<file path="src/rtl/sm_nway_pkg.sv">
// Shared definitions for the N-way sequencer family: mode encodings, direction
// constants and the binary-to-Gray helper used when SM_NWAY_GRAY_EN is defined.
package sm_nway_pkg;

    typedef enum logic [1:0] {
        MODE_IDLE = 2'd0,
        MODE_RUN  = 2'd1,
        MODE_DONE = 2'd2
    } mode_t;

    localparam logic DIR_UP   = 1'b0;
    localparam logic DIR_DOWN = 1'b1;

    // Sized for the widest legal state index (256 states -> 8 bits).
    function automatic logic [7:0] to_gray(input logic [7:0] b);
        return b ^ (b >> 1);
    endfunction

endpackage

</file>
<file path="src/rtl/sm_nway_dwell_cnt.sv">
// Dwell counter: holds while disabled, clears on demand, and flags a step
// once the count has reached the requested dwell.
module sm_nway_dwell_cnt #(
    parameter int DWELL_W = 8
) (
    input  logic               i_clk,
    input  logic               i_reset,
    input  logic               i_en,
    input  logic               i_clr,
    input  logic [DWELL_W-1:0] i_dwell,
    output logic               o_step
);

    logic [DWELL_W-1:0] r_cnt;
    logic               w_due;

    // >= rather than == so a dwell lowered mid-count still releases a step.
    assign w_due  = (r_cnt >= i_dwell);
    assign o_step = w_due;

    always_ff @(posedge i_clk) begin
        if (i_reset) begin
            r_cnt <= '0;
        end else if (i_clr) begin
            r_cnt <= '0;
        end else if (i_en) begin
            if (w_due) r_cnt <= '0;
            else       r_cnt <= r_cnt + DWELL_W'(1);
        end
    end

endmodule

</file>
<file path="src/rtl/sm_nway_seq.sv">
// N-state cyclic sequencer with up/down stepping, per-state dwell, parallel load
// and one-shot lap mode. Define SM_NWAY_GRAY_EN to present y Gray-coded.
module sm_nway_seq
    import sm_nway_pkg::*;
#(
    parameter  int NUM_STATES = 4,
    parameter  int DWELL_W    = 8,
    localparam int SW         = $clog2(NUM_STATES)
) (
    input  logic               clk,
    input  logic               reset,
    input  logic               control,
    input  logic               dir,
    input  logic               oneshot,
    input  logic [DWELL_W-1:0] dwell,
    input  logic               load,
    input  logic [SW-1:0]      load_state,
    output logic [SW-1:0]      y,
    output logic               wrap,
    output logic               done,
    output logic               load_err
);

    localparam logic [SW-1:0] LAST = SW'(NUM_STATES - 1);
    localparam logic [SW-1:0] ONE  = SW'(1);

    if (NUM_STATES < 2 || NUM_STATES > 256) begin : g_range_chk
        $error("sm_nway_seq: NUM_STATES must be in 2..256");
    end

`ifdef SM_NWAY_GRAY_EN
    if ((NUM_STATES & (NUM_STATES - 1)) != 0) begin : g_gray_chk
        $error("sm_nway_seq: Gray output needs a power-of-2 NUM_STATES");
    end
`endif

    function automatic logic [SW-1:0] f_present(input logic [SW-1:0] b);
`ifdef SM_NWAY_GRAY_EN
        return SW'(to_gray(8'(b)));
`else
        return b;
`endif
    endfunction

    mode_t         r_mode;
    logic [SW-1:0] r_bin;
    logic [SW-1:0] r_y;
    logic          r_wrap;
    logic          r_done;
    logic          r_load_err;

    logic          w_run_en;
    logic          w_load_ok;
    logic          w_step_due;
    logic [SW-1:0] w_bin_nxt;
    logic          w_wrap_nxt;

    assign w_run_en  = (r_mode == MODE_RUN) && control;
    assign w_load_ok = load && (load_state <= LAST);

    // Explicit wrap at the ends keeps non-power-of-2 counts inside 0..N-1.
    always_comb begin
        w_bin_nxt  = r_bin;
        w_wrap_nxt = 1'b0;
        if (dir == DIR_DOWN) begin
            w_wrap_nxt = (r_bin == '0);
            w_bin_nxt  = w_wrap_nxt ? LAST : r_bin - ONE;
        end else begin
            w_wrap_nxt = (r_bin == LAST);
            w_bin_nxt  = w_wrap_nxt ? '0 : r_bin + ONE;
        end
    end

    // Any load strobe owns the cycle, so the dwell count freezes on a rejected one.
    sm_nway_dwell_cnt #(
        .DWELL_W (DWELL_W)
    ) u_dwell (
        .i_clk   (clk),
        .i_reset (reset),
        .i_en    (w_run_en && !load),
        .i_clr   (w_load_ok),
        .i_dwell (dwell),
        .o_step  (w_step_due)
    );

    always_ff @(posedge clk) begin
        if (reset) begin
            r_mode     <= MODE_IDLE;
            r_bin      <= '0;
            r_y        <= '0;
            r_wrap     <= 1'b0;
            r_done     <= 1'b0;
            r_load_err <= 1'b0;
        end else begin
            r_wrap     <= 1'b0;
            r_load_err <= 1'b0;
            if (load) begin
                if (w_load_ok) begin
                    r_bin <= load_state;
                    r_y   <= f_present(load_state);
                    if (r_mode == MODE_DONE) begin
                        r_mode <= MODE_IDLE;
                        r_done <= 1'b0;
                    end
                end else begin
                    r_load_err <= 1'b1;
                end
            end else begin
                case (r_mode)
                    MODE_IDLE: begin
                        if (control) r_mode <= MODE_RUN;
                    end
                    MODE_RUN: begin
                        if (!control) begin
                            r_mode <= MODE_IDLE;
                        end else if (w_step_due) begin
                            r_bin  <= w_bin_nxt;
                            r_y    <= f_present(w_bin_nxt);
                            r_wrap <= w_wrap_nxt;
                            if (oneshot && w_wrap_nxt) begin
                                r_mode <= MODE_DONE;
                                r_done <= 1'b1;
                            end
                        end
                    end
                    MODE_DONE: begin
                        // Leaving DONE needs control low first; it re-enters RUN via IDLE.
                        if (!control) begin
                            r_mode <= MODE_IDLE;
                            r_done <= 1'b0;
                        end
                    end
                    default: begin
                        r_mode <= MODE_IDLE;
                        r_done <= 1'b0;
                    end
                endcase
            end
        end
    end

    assign y        = r_y;
    assign wrap     = r_wrap;
    assign done     = r_done;
    assign load_err = r_load_err;

endmodule

</file>
<file path="config.mk">
export PLATFORM = sky130hd
export DESIGN_NAME = sm_nway_seq
export DESIGN_NICKNAME = d
export VERILOG_FILES = /design/src/rtl/sm_nway_pkg.sv /design/src/rtl/sm_nway_dwell_cnt.sv /design/src/rtl/sm_nway_seq.sv
export SDC_FILE = /design/constraint.sdc
export NUM_CORES = 1
export LEC_CHECK = 0
export CAP_MARGIN = 20
export CORE_UTILIZATION = 40
export DETAILED_ROUTE_END_ITERATION = 7
export GPL_TIMING_DRIVEN = 0
export PLACE_DENSITY = 0.67
export SLEW_MARGIN = 20
export SYNTH_ARGS = -nofsm -noshare
export SYNTH_HDL_FRONTEND = slang
export SYNTH_SLANG_ARGS = --single-unit
</file>
<file path="constraint.sdc">
create_clock -name clk -period 1.95 [get_ports clk]
set_input_delay 0.585 -clock clk [delete_from_list [all_inputs] [get_ports clk]]
set_output_delay 0.585 -clock clk [all_outputs]
set_load 0.01 [all_outputs]
</file>
# [Word level (Yosys, flattened, before mapping)]
# Index checks and enable logic that the tools add are counted.
[totals] ff_bits=15 input_bits=16 elab_cells=72 out_inout_bits=5
[op_classes] n_eq_ne=13 magnitude_cmp=2 reduce_logical=16 bitwise_logic=4 n_addsub=3 mux=28
[ops] op="two-way mux 2 bit" n=16
[ops] op="two-way mux 1 bit" n=9
[ops] op="!= test 3 bit (second input constant)" n=3
[ops] op="adder 8 x 1 -> 8 bit (second input constant)" n=1
[ops] op="greater-or-equal comparator 8 bit" n=1
[ops] op="two-way mux 8 bit" n=1
[ops] op="!= test 4 x 3 -> 1 bit (second input constant)" n=2
[ops] op="AND reduction 7 bit" n=1
[ops] op="!= test 3 x 2 -> 1 bit (second input constant)" n=2
[ops] op="case mux 2 bit (3 select lines)" n=1
[ops] op="AND reduction 6 bit" n=1
[ops] op="nonzero test 2 bit" n=3
[ops] op="OR reduction 5 bit" n=1
[ops] op="== test 2 bit (second input constant)" n=2
[ops] op="logical AND 1 bit" n=4
[ops] op="zero test 2 bit" n=2
[ops] op="!= test 2 x 1 -> 1 bit (second input constant)" n=2
[ops] op="inverter 1 bit" n=4
[ops] op="AND reduction 4 bit" n=1
[ops] op="OR reduction 2 bit" n=2
[ops] op="case mux 1 bit (3 select lines)" n=1
[ops] op="adder 2 x 1 -> 2 bit (second input constant)" n=1
[ops] op="== test 2 x 1 -> 1 bit (second input constant)" n=1
[ops] op="<= comparator 2 bit (second input constant)" n=1
[ops] op="3 further kinds" n=3

# [Logic depth before layout (Yosys ltp)]
# Gate-level depths: netlist of the first run.
[depth] depth_word=8 ltp_mapped=7 mapped_depth_nobuf=7

# [Hierarchy]
# A second synthesis of the first run with hierarchy kept.
[hier_totals] cells_unflattened=110 hier_area_um2=954.7
[modules_own_cells] mod="sm_nway_dwell_cnt" n_inst=1 cells_each=67 area_each_um2=565.5 seq_area_each_um2=160.2
[modules_own_cells] mod="sm_nway_seq" n_inst=1 cells_each=43 area_each_um2=389.1 seq_area_each_um2=140.1

# [Worst setup path after synthesis of the first run]
# Ideal clock, no wire load.
[synth_path] kind="input to register" from="in dwell[1]" to="reg r_done, in the netlist done" cell_stages=7 t_arrival_ns=1.915 required_ns=1.834 path_slack_ns=-0.081 setup_ns=0.116 path_buffers=0 path_cell_list="inv_1 -> ha_1 -> nor2b_1 -> o31ai_1 -> a21oi_1 -> o211a_1 -> o211a_1"
[synth_between] elab_chain_cells=3
[synth_rtl] element="start, declared" line="sm_nway_seq.sv:15" rtl="input logic [DWELL_W-1:0] dwell,"
[synth_rtl] element="greater-or-equal comparator 8 bit" line="sm_nway_dwell_cnt.sv:18" rtl="assign w_due = (r_cnt >= i_dwell);"
[synth_rtl] element="!= test 3 x 2 -> 1 bit (no line)"
[synth_rtl] element="AND reduction 7 bit (no line)"
[synth_rtl] element="end signal, assigned" line="sm_nway_seq.sv:92" rtl="r_done <= 1'b0;"
[synth_rtl] element="end signal, assigned" line="sm_nway_seq.sv:103" rtl="r_done <= 1'b0;"
[synth_rtl] element="end signal, assigned" line="sm_nway_seq.sv:122" rtl="r_done <= 1'b1;"
[synth_rtl] element="end, declared" line="sm_nway_seq.sv:49" rtl="logic r_done;"
# Every way passes these cells.
# A chain may end at the register's enable or synchronous reset.

# [Final worst setup path of the first run]
[layout_path] from="in dwell[0]" to="reg r_y[0], in the netlist y[0]"
[layout_between] elab_chain_cells=3
[layout_rtl] element="greater-or-equal comparator 8 bit" line="sm_nway_dwell_cnt.sv:18"
[layout_rtl] element="nonzero test 2 bit (no line)"
[layout_rtl] element="AND reduction 4 bit (no line)"
[layout_rtl] element="end signal, assigned" line="sm_nway_seq.sv:100" rtl="r_y <= f_present(load_state);"
[layout_rtl] element="end signal, assigned" line="sm_nway_seq.sv:118" rtl="r_y <= f_present(w_bin_nxt);"
[layout_rtl] element="end, declared" line="sm_nway_seq.sv:47" rtl="logic [SW-1:0] r_y;"
# Every way passes these cells.

==> results of run 1 <==
==> flip-flops by register name, indices dropped and copies added (netlist names) <==
register / count
load_err: 1
done: 1
y: 2
u_dwell.r_cnt: 8
r_mode: 2
wrap: 1
==> routing by layer <==
layer / vias up / part of all wire [%] / global-route usage, %
li1: 545 / - / -
met1: 490 / 46 / 26.0
met2: 16 / 51 / 39.1
met3: 4 / 3.0 / 5.37
met4: 0 / 0.82 / 6.14
met5: - / 0 / 0
==> power groups by stage <==
stage	Clock, µW	Sequential (µW)	Combinational [µW]
3_5_place_dp	0	323	115
5_1_grt	204	316	145
4_1_cts	189	315	127
6_report	188	316	133
2_1_floorplan	0	324	60.9
3_3_place_gp	0	323	113
==> final timing paths <==
check,startpoint,endpoint,depth (start not counted)
max,dwell[0],y[0],7
min,u_dwell.r_cnt[0],u_dwell.r_cnt[0],2
max reg2reg,u_dwell.r_cnt[0],y[0],7
min reg2reg,u_dwell.r_cnt[0],u_dwell.r_cnt[0],2
==> cell usage in the layout, fill, tap and decap left out, types with 6 or more instances in the layout <==
| cell type | synthesis | layout |
|---|---|---|
| inv_2 | 1 | 7 |
| nand2_1 | 11 | 9 |
| a21oi_1 | 9 | 7 |
| inv_1 | 12 | 6 |
| ha_4 | 0 | 6 |
| nand3_1 | 6 | 6 |
| buf_4 | 1 | 8 |
| dfxtp_1 | 15 | 14 |
| dlygate4sd2_1 | 0 | 8 |
| clkdlybuf4s50_1 | 0 | 8 |
==> worst max-delay path: stages <==
cell and delay (ns):
dlygate4sd2_1 0.23, ha_1 0.28, and3_4 0.20, o21ai_4 0.07, a211o_4 0.35, a211o_1 0.26
o311a_1 0.12
==> logic make-up after synthesis <==
group / Yosys count / share of synthesized area [%]
buf+inv: 16 / 5.94
simple gates: 45 / 24.1
xor+xnor: 4 / 3.26
flops: 15 / 28.0
fa+ha+maj: 11 / 12.8
compound gates: 38 / 25.5
other cells: 1 / 0.349
==> area by class of cell <==
class | count | area, µm² | share of cell area [%]
Tap cell | 30 | 37.5 | 2.40
Buffer | 2 | 11.3 | 0.721
Timing Repair Buffer | 28 | 244 | 15.6
Sequential cell | 15 | 302 | 19.3
Clock buffer | 4 | 26.3 | 1.68
Inverter | 13 | 48.8 | 3.12
Multi-Input combinational cell | 99 | 893 | 57.2
==> metrics by stage <==
stage | hold slack [ns] | cells | area, µm² | setup slack (ns)
2_1_floorplan | 0.474 | 130 | 1110 | 0.00290
3_3_place_gp | 0.488 | 180 | 1350 | -0.599
3_5_place_dp | 0.505 | 180 | 1350 | -0.592
4_1_cts | 0.532 | 190 | 1540 | 0.00138
5_1_grt | 0.532 | 191 | 1560 | -0.00683
6_report | 0.502 | 191 | 1560 | 0.0212
==> what timing repair did <==
action                     4_1_cts  5_1_grt
gates resized for setup         37       11
pin swaps                       18        5
setup buffers                    7        1
setup endpoints to repair       13        7
==> results.txt, run 1 <==
outcome = finished, final reports clean
post-route ant nets = 0
# DRC = 0
Pint = 458 µW
Diodes inserted = 0
number of synthesized flops with an enable pin = 0
DP Wirelength = 1950 µm
Clk pwr share = 29.5%
clock latency on the worst-skew pair = 0.29 ns
global-route wire length before repair = 4530 µm
syn_nets = 157
H-tree Lvls = 1
Initial Util = 42.9%
Area Growth Syn to Fin = 45.6%
Min-Delay Path Class = reg -> reg
Flop pwr share = 49.6%
setup TNS = 0 ns
critical path startpoint category = input pin
drt total wl = 2810 µm
CTS sink cnt = 15
crit-path max FO = 4
Yosys top cell by area = dfxtp_1
total track usage = 22.1%
Placer Congestion = 0.831
switching power = 178 µW
sequential share of the synthesized area = 28.0%
Filler cells = 220
Seq cells post-synth = 15
Post-CTS Hold Buffers = 0
antenna violations before repair = 0
routed len/inst = 14.7 µm
clock slew at reported path FFs = 0.09 ns
CP required = 2.13 ns
top_reg_cell synth = dfxtp_1
PnR Total Power = 636 µW
Vias/cell = 5.52
TritonCTS buffer count = 3
mapped cell area = 1070 µm²
Port-buffer cells = 20
Worst EP arrival = 2.11 ns
power density over cell area = 407 nW/µm²
leakage = 0.000610 µW
share of layout cells above drive strength 1 = 30.4%
Async SR Flop Fraction = 0%
Worst Skew = 0.00272 ns
final setup violating endpoints = 0
Vias = 1,055
synth cell count leaders = dfxtp_1 (15), inv_1 (12), ha_1 (11), nand2_1 (11), a21oi_1 (9)
largest net degree at the start of global routing = 11
1st-iter DRT viols = 19
CTS max path bufs = 2
number of distinct library cells after synthesis = 43
Top Ports = 21
fmax = 518 MHz
fin util = 62.5%
critical path type = in -> reg
First-pass DRT Iterations = 4
Die Y-Extent = 53.8 µm
row count = 18
Sw Ratio = 28.0%
Synth Instances = 130
vias in the first global route = 999
Yosys warning count = 0
DIE AREA = 2890 µm²
CTS tree = built
final net count = 189
grt ovf = 0
part of the cycle the worst path needs = 98.9%
crit end category = flop
Max Cap Viol = 0
worst vdd ir = 0.420 mV
die width = 53.8 µm
final hold vios = 0
core area = 2500 µm²
syn_area_per_cell = 8.26 µm²
Area contributors post-synth = dfxtp_1 (28%), ha_1 (13%), a21oi_1 (4.2%)
min Tclk post-route = 1.93 ns
root buffer cell = clkbuf_4
Yosys top cell area share = 28.0%
count leader, synth = dfxtp_1
Logic pwr share = 20.9%
Slew Viols, Final = 0
r2r setup slk = 0.09 ns
(Power assumes the default switching activity.)
==> run 2, diff against run 1 <==
Settings changed: SKIP_CTS_REPAIR_TIMING set to 1.
==> run 2 against run 1 <==
Compared with the run above: clock-buffer cell count unchanged; combinational power about the same; clock skew up 0.0057 ns; non-clock buffer count down 2; clock power about the same; register-to-register slack worse by 0.08 ns; design area up 1.8%; hold slack better by 0.0042 ns; critical endpoint unchanged; first-iteration DRC count down 26%; global-route usage down 2.7 points; sequential share of layout area down 0.33 points; final cell count down 1.0%.
==> results.txt, run 2 (synthesis gave the netlist of run 1 again) <==
Worst Skew = 0.00844 ns (+0.00571 ns)
clock latency on the worst-skew pair = 0.29 ns (about the same)
Max Cap Viol = 0 (unchanged)
global-route wire length before repair = 4020 µm (-11%)
core area = 2500 µm² (unchanged)
R2R depth = 7 (unchanged)
worst vdd ir = 0.405 mV (-3.4%)
Hold Path Depth = 2 (unchanged)
crit-path max FO = 5 (+1)
Min-Delay Path Class = reg -> reg
routed len/inst = 14.8 µm (+0.45%)
r2r setup slk = 0.01 ns (-0.08 ns)
leakage = 0.000692 µW (+13%)
CP required = 2.13 ns (about the same)
CTS sink cnt = 15 (unchanged)
Vias = 1,070 (+1.4%)
Die Y-Extent = 53.8 µm (unchanged)
H-tree Lvls = 1 (unchanged)
final hold vios = 0 (unchanged)
reg2reg start = u_dwell.r_cnt[0]
Top Ports = 21 (unchanged)
crit end category = flop
Area Growth Syn to Fin = 48.1%
Final Non-Filler Cells = 189 (-1.0%)
min Tclk post-route = 1.94 ns (+0.00900 ns)
Reg2Reg Capture Point = y[0]
fmax = 516 MHz (-0.46%)
commonest non-fill, non-tap cells in the layout = dfxtp_1 (14), dlymetal6s2s_1 (12), nand2_1 (10), clkdlybuf4s50_1 (8)
CTS max path bufs = 2 (unchanged)
Vias/cell = 5.66 (+2.5%)
Initial Util = 42.9% (unchanged)
commonest non-fill, non-tap cell in the layout = dfxtp_1
Port-buffer cells = 20 (unchanged)
final setup violating endpoints = 0 (unchanged)
post-route ant nets = 0 (unchanged)
Placer Congestion = 0.831 (unchanged)
Diodes inserted = 0 (unchanged)
vias in the first global route = 913 (-8.6%)
Hold Crit Endpoint = u_dwell.r_cnt[0]
final net count = 187 (-1.1%)
part of the cycle the worst path needs = 99.4% (+0.46 points)
# DRC = 0 (unchanged)
DIE AREA = 2890 µm² (unchanged)
critical path type = reg -> reg
total track usage = 19.4% (-2.7 points)
DP Wirelength = 1950 µm (unchanged)
outcome = finished, final reports clean
PnR Total Power = 640 µW (+0.53%)
power density over cell area = 402 nW/µm² (-1.2%)
Slew Viols, Final = 0 (unchanged)
critical path startpoint category = flop
clock slew at reported path FFs = 0.10 ns (about the same)
root buffer cell = clkbuf_4
hold path start = u_dwell.r_cnt[0]
grt ovf = 0 (unchanged)
TritonCTS buffer count = 3 (unchanged)
die width = 53.8 µm (unchanged)
row count = 18 (unchanged)
1st-iter DRT viols = 14 (-5)
max FFs per register = 8 (unchanged)
Inst Count DP = 180 (unchanged)
antenna violations before repair = 0 (unchanged)
First-pass DRT Iterations = 4 (unchanged)
Biggest register = u_dwell.r_cnt
drt total wl = 2790 µm (-0.61%)
largest net degree at the start of global routing = 11 (unchanged)
Min Hold Slack = 0.506 ns (+0.00424 ns)
share of layout cells above drive strength 1 = 26.4% (-4.0 points)
CTS tree = built
Worst EP arrival = 2.12 ns (about the same)
run 2: changes by cell type in the layout (fill, tap and decap cells not counted), moves of 2 or more:
cell / before / now
clkdlybuf4s15_1: 2 / 0
dlygate4sd2_1: 8 / 0
dlymetal6s2s_1: 0 / 12
clkbuf_2: 2 / 0
run 2: worst max path at each step:
stage / from / endpoint / slack, ns
floorplan: dwell[3] / y[0] / 0.003
global placement: dwell[5] / y[0] / -0.60
detailed placement: dwell[1] / y[0] / -0.59
CTS: dwell[1] / y[0] / -0.29
global route: u_dwell.r_cnt[0] / y[0] / -0.02
finish: u_dwell.r_cnt[0] / y[0] / 0.01
run 2: area by class of cell:
cell class              instances  area, µm²
multi-input cells              99        890
flip-flops and latches         15        302
well taps                      30       37.5
fillers                       214        910
plain buffers                   2       11.3
inverters                      13       48.8
clock buffers                   4       26.3
repair buffers                 26        275
run 2: layer usage:
layer | wire, µm | track usage [%] | vias up
met4 | 32 | 3.95 | 0
li1 | - | - | 541
met5 | 0 | 0 | -
met1 | 1310 | 23.6 | 499
met2 | 1360 | 33.7 | 23
met3 | 94 | 5.08 | 7
run 2: metrics by stage:
step	utilization (%)	setup slack (ns)	setup TNS (ns)	instance area [µm²]
after floorplan	-	0.00290	0	1110
after global placement	53.9	-0.599	-6.25	1350
after detailed placement	53.9	-0.592	-6.30	1350
after CTS	54.9	-0.291	-2.18	1370
after global routing	63.6	-0.0195	-0.0195	1590
final	63.6	0.0122	0	1590
run 2: worst max-delay path: stages (launching register included):
cell,delay (ns)
dfxtp_2,0.38
inv_1,0.08
ha_1,0.30
and3_4,0.20
o21ai_4,0.07
a211o_1,0.36
a211o_1,0.31
o311a_1,0.12
run 2: where the power goes:
| part | switching [µW] | internal, µW |
|---|---|---|
| logic | 65.7 | 70.5 |
| clock network | 108 | 79.6 |
| registers | 3.96 | 312 |
==> run 3, diff against run 2 <==
Settings changed: CORE_ASPECT_RATIO set to 0.7.
==> run 3 against run 2 <==
Compared with the run above: global-route usage decreased by 1.8 points; sequential share of layout area down 0.54 points; total power grew 11%; highest routed layer unchanged.
==> results.txt, run 3 (synthesis gave the netlist of run 1 again) <==
outcome = finished, final reports clean
crit-path most repeated cell = a211o_1
die width = 63.9 µm (+19%)
crit end category = flop
power density over cell area = 435 nW/µm² (+8.1%)
row count = 15 (-3)
Slew Viols, Final = 0 (unchanged)
crit-path leading delay family = compound AO/OA/AOI/OAI gates
root buffer cell = clkbuf_8
crit-path max FO = 4 (-1)
Vias = 1,131 (+5.7%)
critical path startpoint category = input pin
clock latency on the worst-skew pair = 0.26 ns (-0.03 ns)
Worst Skew = 0.00809 ns (-0.000347 ns)
CP Cell Sequence = dlymetal6s2s_1 > inv_2 > ha_4 > and3_4 > o21ai_4 > a211o_1 > a211o_1 > o311a_1
Worst EP arrival = 2.06 ns (-0.06 ns)
worst vdd ir = 0.419 mV (+3.4%)
Crit. Startpoint = dwell[2]
Worst Path Buf+Inv = 2 (+1)
1st-iter DRT viols = 37 (+23)
CP required = 2.09 ns (-0.04 ns)
largest net degree at the start of global routing = 11 (unchanged)
CTS tree = built
Final Non-Filler Cells = 197 (+4.2%)
clock slew at reported path FFs = 0.07 ns (-0.03 ns)
part of the cycle the worst path needs = 98.4% (-0.95 points)
Initial Util = 43.0% (+0.065 points)
Area Growth Syn to Fin = 52.4%
pre-CTS setup slack = -0.648 ns (-0.0558 ns)
Max Cap Viol = 0 (unchanged)
Vias/cell = 5.74 (+1.4%)
vias in the first global route = 859 (-5.9%)
hold path start = done
final hold vios = 0 (unchanged)
r2r setup slk = 0.04 ns (+0.03 ns)
final net count = 191 (+2.1%)
total track usage = 17.5% (-1.8 points)
commonest non-fill, non-tap cells in the layout = dfxtp_1 (14), dlymetal6s2s_1 (12), buf_4 (10), nand2_1 (9), clkdlybuf4s50_1 (8)
fmax = 521 MHz (+0.97%)
commonest non-fill, non-tap cell in the layout = dfxtp_1
DIE AREA = 2900 µm² (+0.12%)
Die Y-Extent = 45.3 µm (-16%)
max FFs per register = 8 (unchanged)
Port-buffer cells = 20 (unchanged)
CTS sink cnt = 15 (unchanged)
min Tclk post-route = 1.92 ns (-0.0185 ns)
grt ovf = 0 (unchanged)
slowest CP cell = a211o_1
final setup violating endpoints = 0 (unchanged)
# DRC = 0 (unchanged)
final worst slack = 0.0308 ns (+0.0185 ns)
fin util = 65.6% (+2.0 points)
First-pass DRT Iterations = 4 (unchanged)
Placer Congestion = 0.861 (+3.6%)
leakage = 0.000723 µW (+4.5%)
Biggest register = u_dwell.r_cnt
Top Ports = 21 (unchanged)
Max stage delay on crit path = 0.37 ns (about the same)
drt total wl = 2950 µm (+5.7%)
Min-Delay Path Class = reg -> reg
routed len/inst = 15.0 µm (+1.4%)
post-route ant nets = 0 (unchanged)
reg2reg start = u_dwell.r_cnt[0]
global-route wire length before repair = 3880 µm (-3.4%)
TritonCTS buffer count = 3 (unchanged)
Inst Count DP = 184 (+2.2%)
share of layout cells above drive strength 1 = 28.8% (+2.4 points)
CTS max path bufs = 2 (unchanged)
core area = 2500 µm² (-0.15%)
Diodes inserted = 0 (unchanged)
antenna violations before repair = 0 (unchanged)
H-tree Lvls = 1 (unchanged)
critical path type = in -> reg
DP Wirelength = 1900 µm (-2.8%)
run 3: area by class of cell:
type | instances | area (µm²)
plain buffers | 2 | 11.3
clock buffers | 3 | 41.3
clock inverters | 1 | 5.00
fillers | 200 | 860
inverters | 13 | 48.8
multi-input cells | 99 | 877
flip-flops and latches | 15 | 302
well taps | 34 | 42.5
repair buffers | 30 | 309
run 3: worst register-to-register path: cells and delay by family (launching register included):
family	cells	cell delay (ns)
compound gates	4	0.88
flops	1	0.37
fa+ha+maj	1	0.28
simple gates	1	0.19
buf+inv	1	0.07
run 3: metal layers:
layer  vias up  GRT usage [%]  routed length (µm)
met5         -              0                   0
met4         0           2.73                  35
met3         7           4.55                 137
met2        28           28.1                1360
met1       546           24.2                1410
li1        550              -                   -
run 3: path summary, 6_finish.rpt:
check                             to  cells past startpoint
worst max register to register  y[0]                      7
worst min register to register  done                      1
worst max-delay path            y[0]                      8
worst min-delay path            done                      1
run 3: where the power goes:
part | switching [µW] | total [µW] | internal [µW]
clock | 117 | 259 | 142
sequential | 4.40 | 316 | 312
combinational | 65.1 | 136 | 71.0
total | 187 | 712 | 525
run 3: stage by stage:
stage | hold WS (ns) | TNS (ns) | cell area [µm²] | total power [µW]
finish | 0.502 | 0 | 1640 | 712
global route | 0.527 | -0.0337 | 1640 | 740
CTS | 0.508 | -3.00 | 1400 | 694
detailed placement | 0.487 | -6.51 | 1350 | 437
global placement | 0.490 | -6.14 | 1350 | 436
floorplan | 0.474 | 0 | 1110 | 385
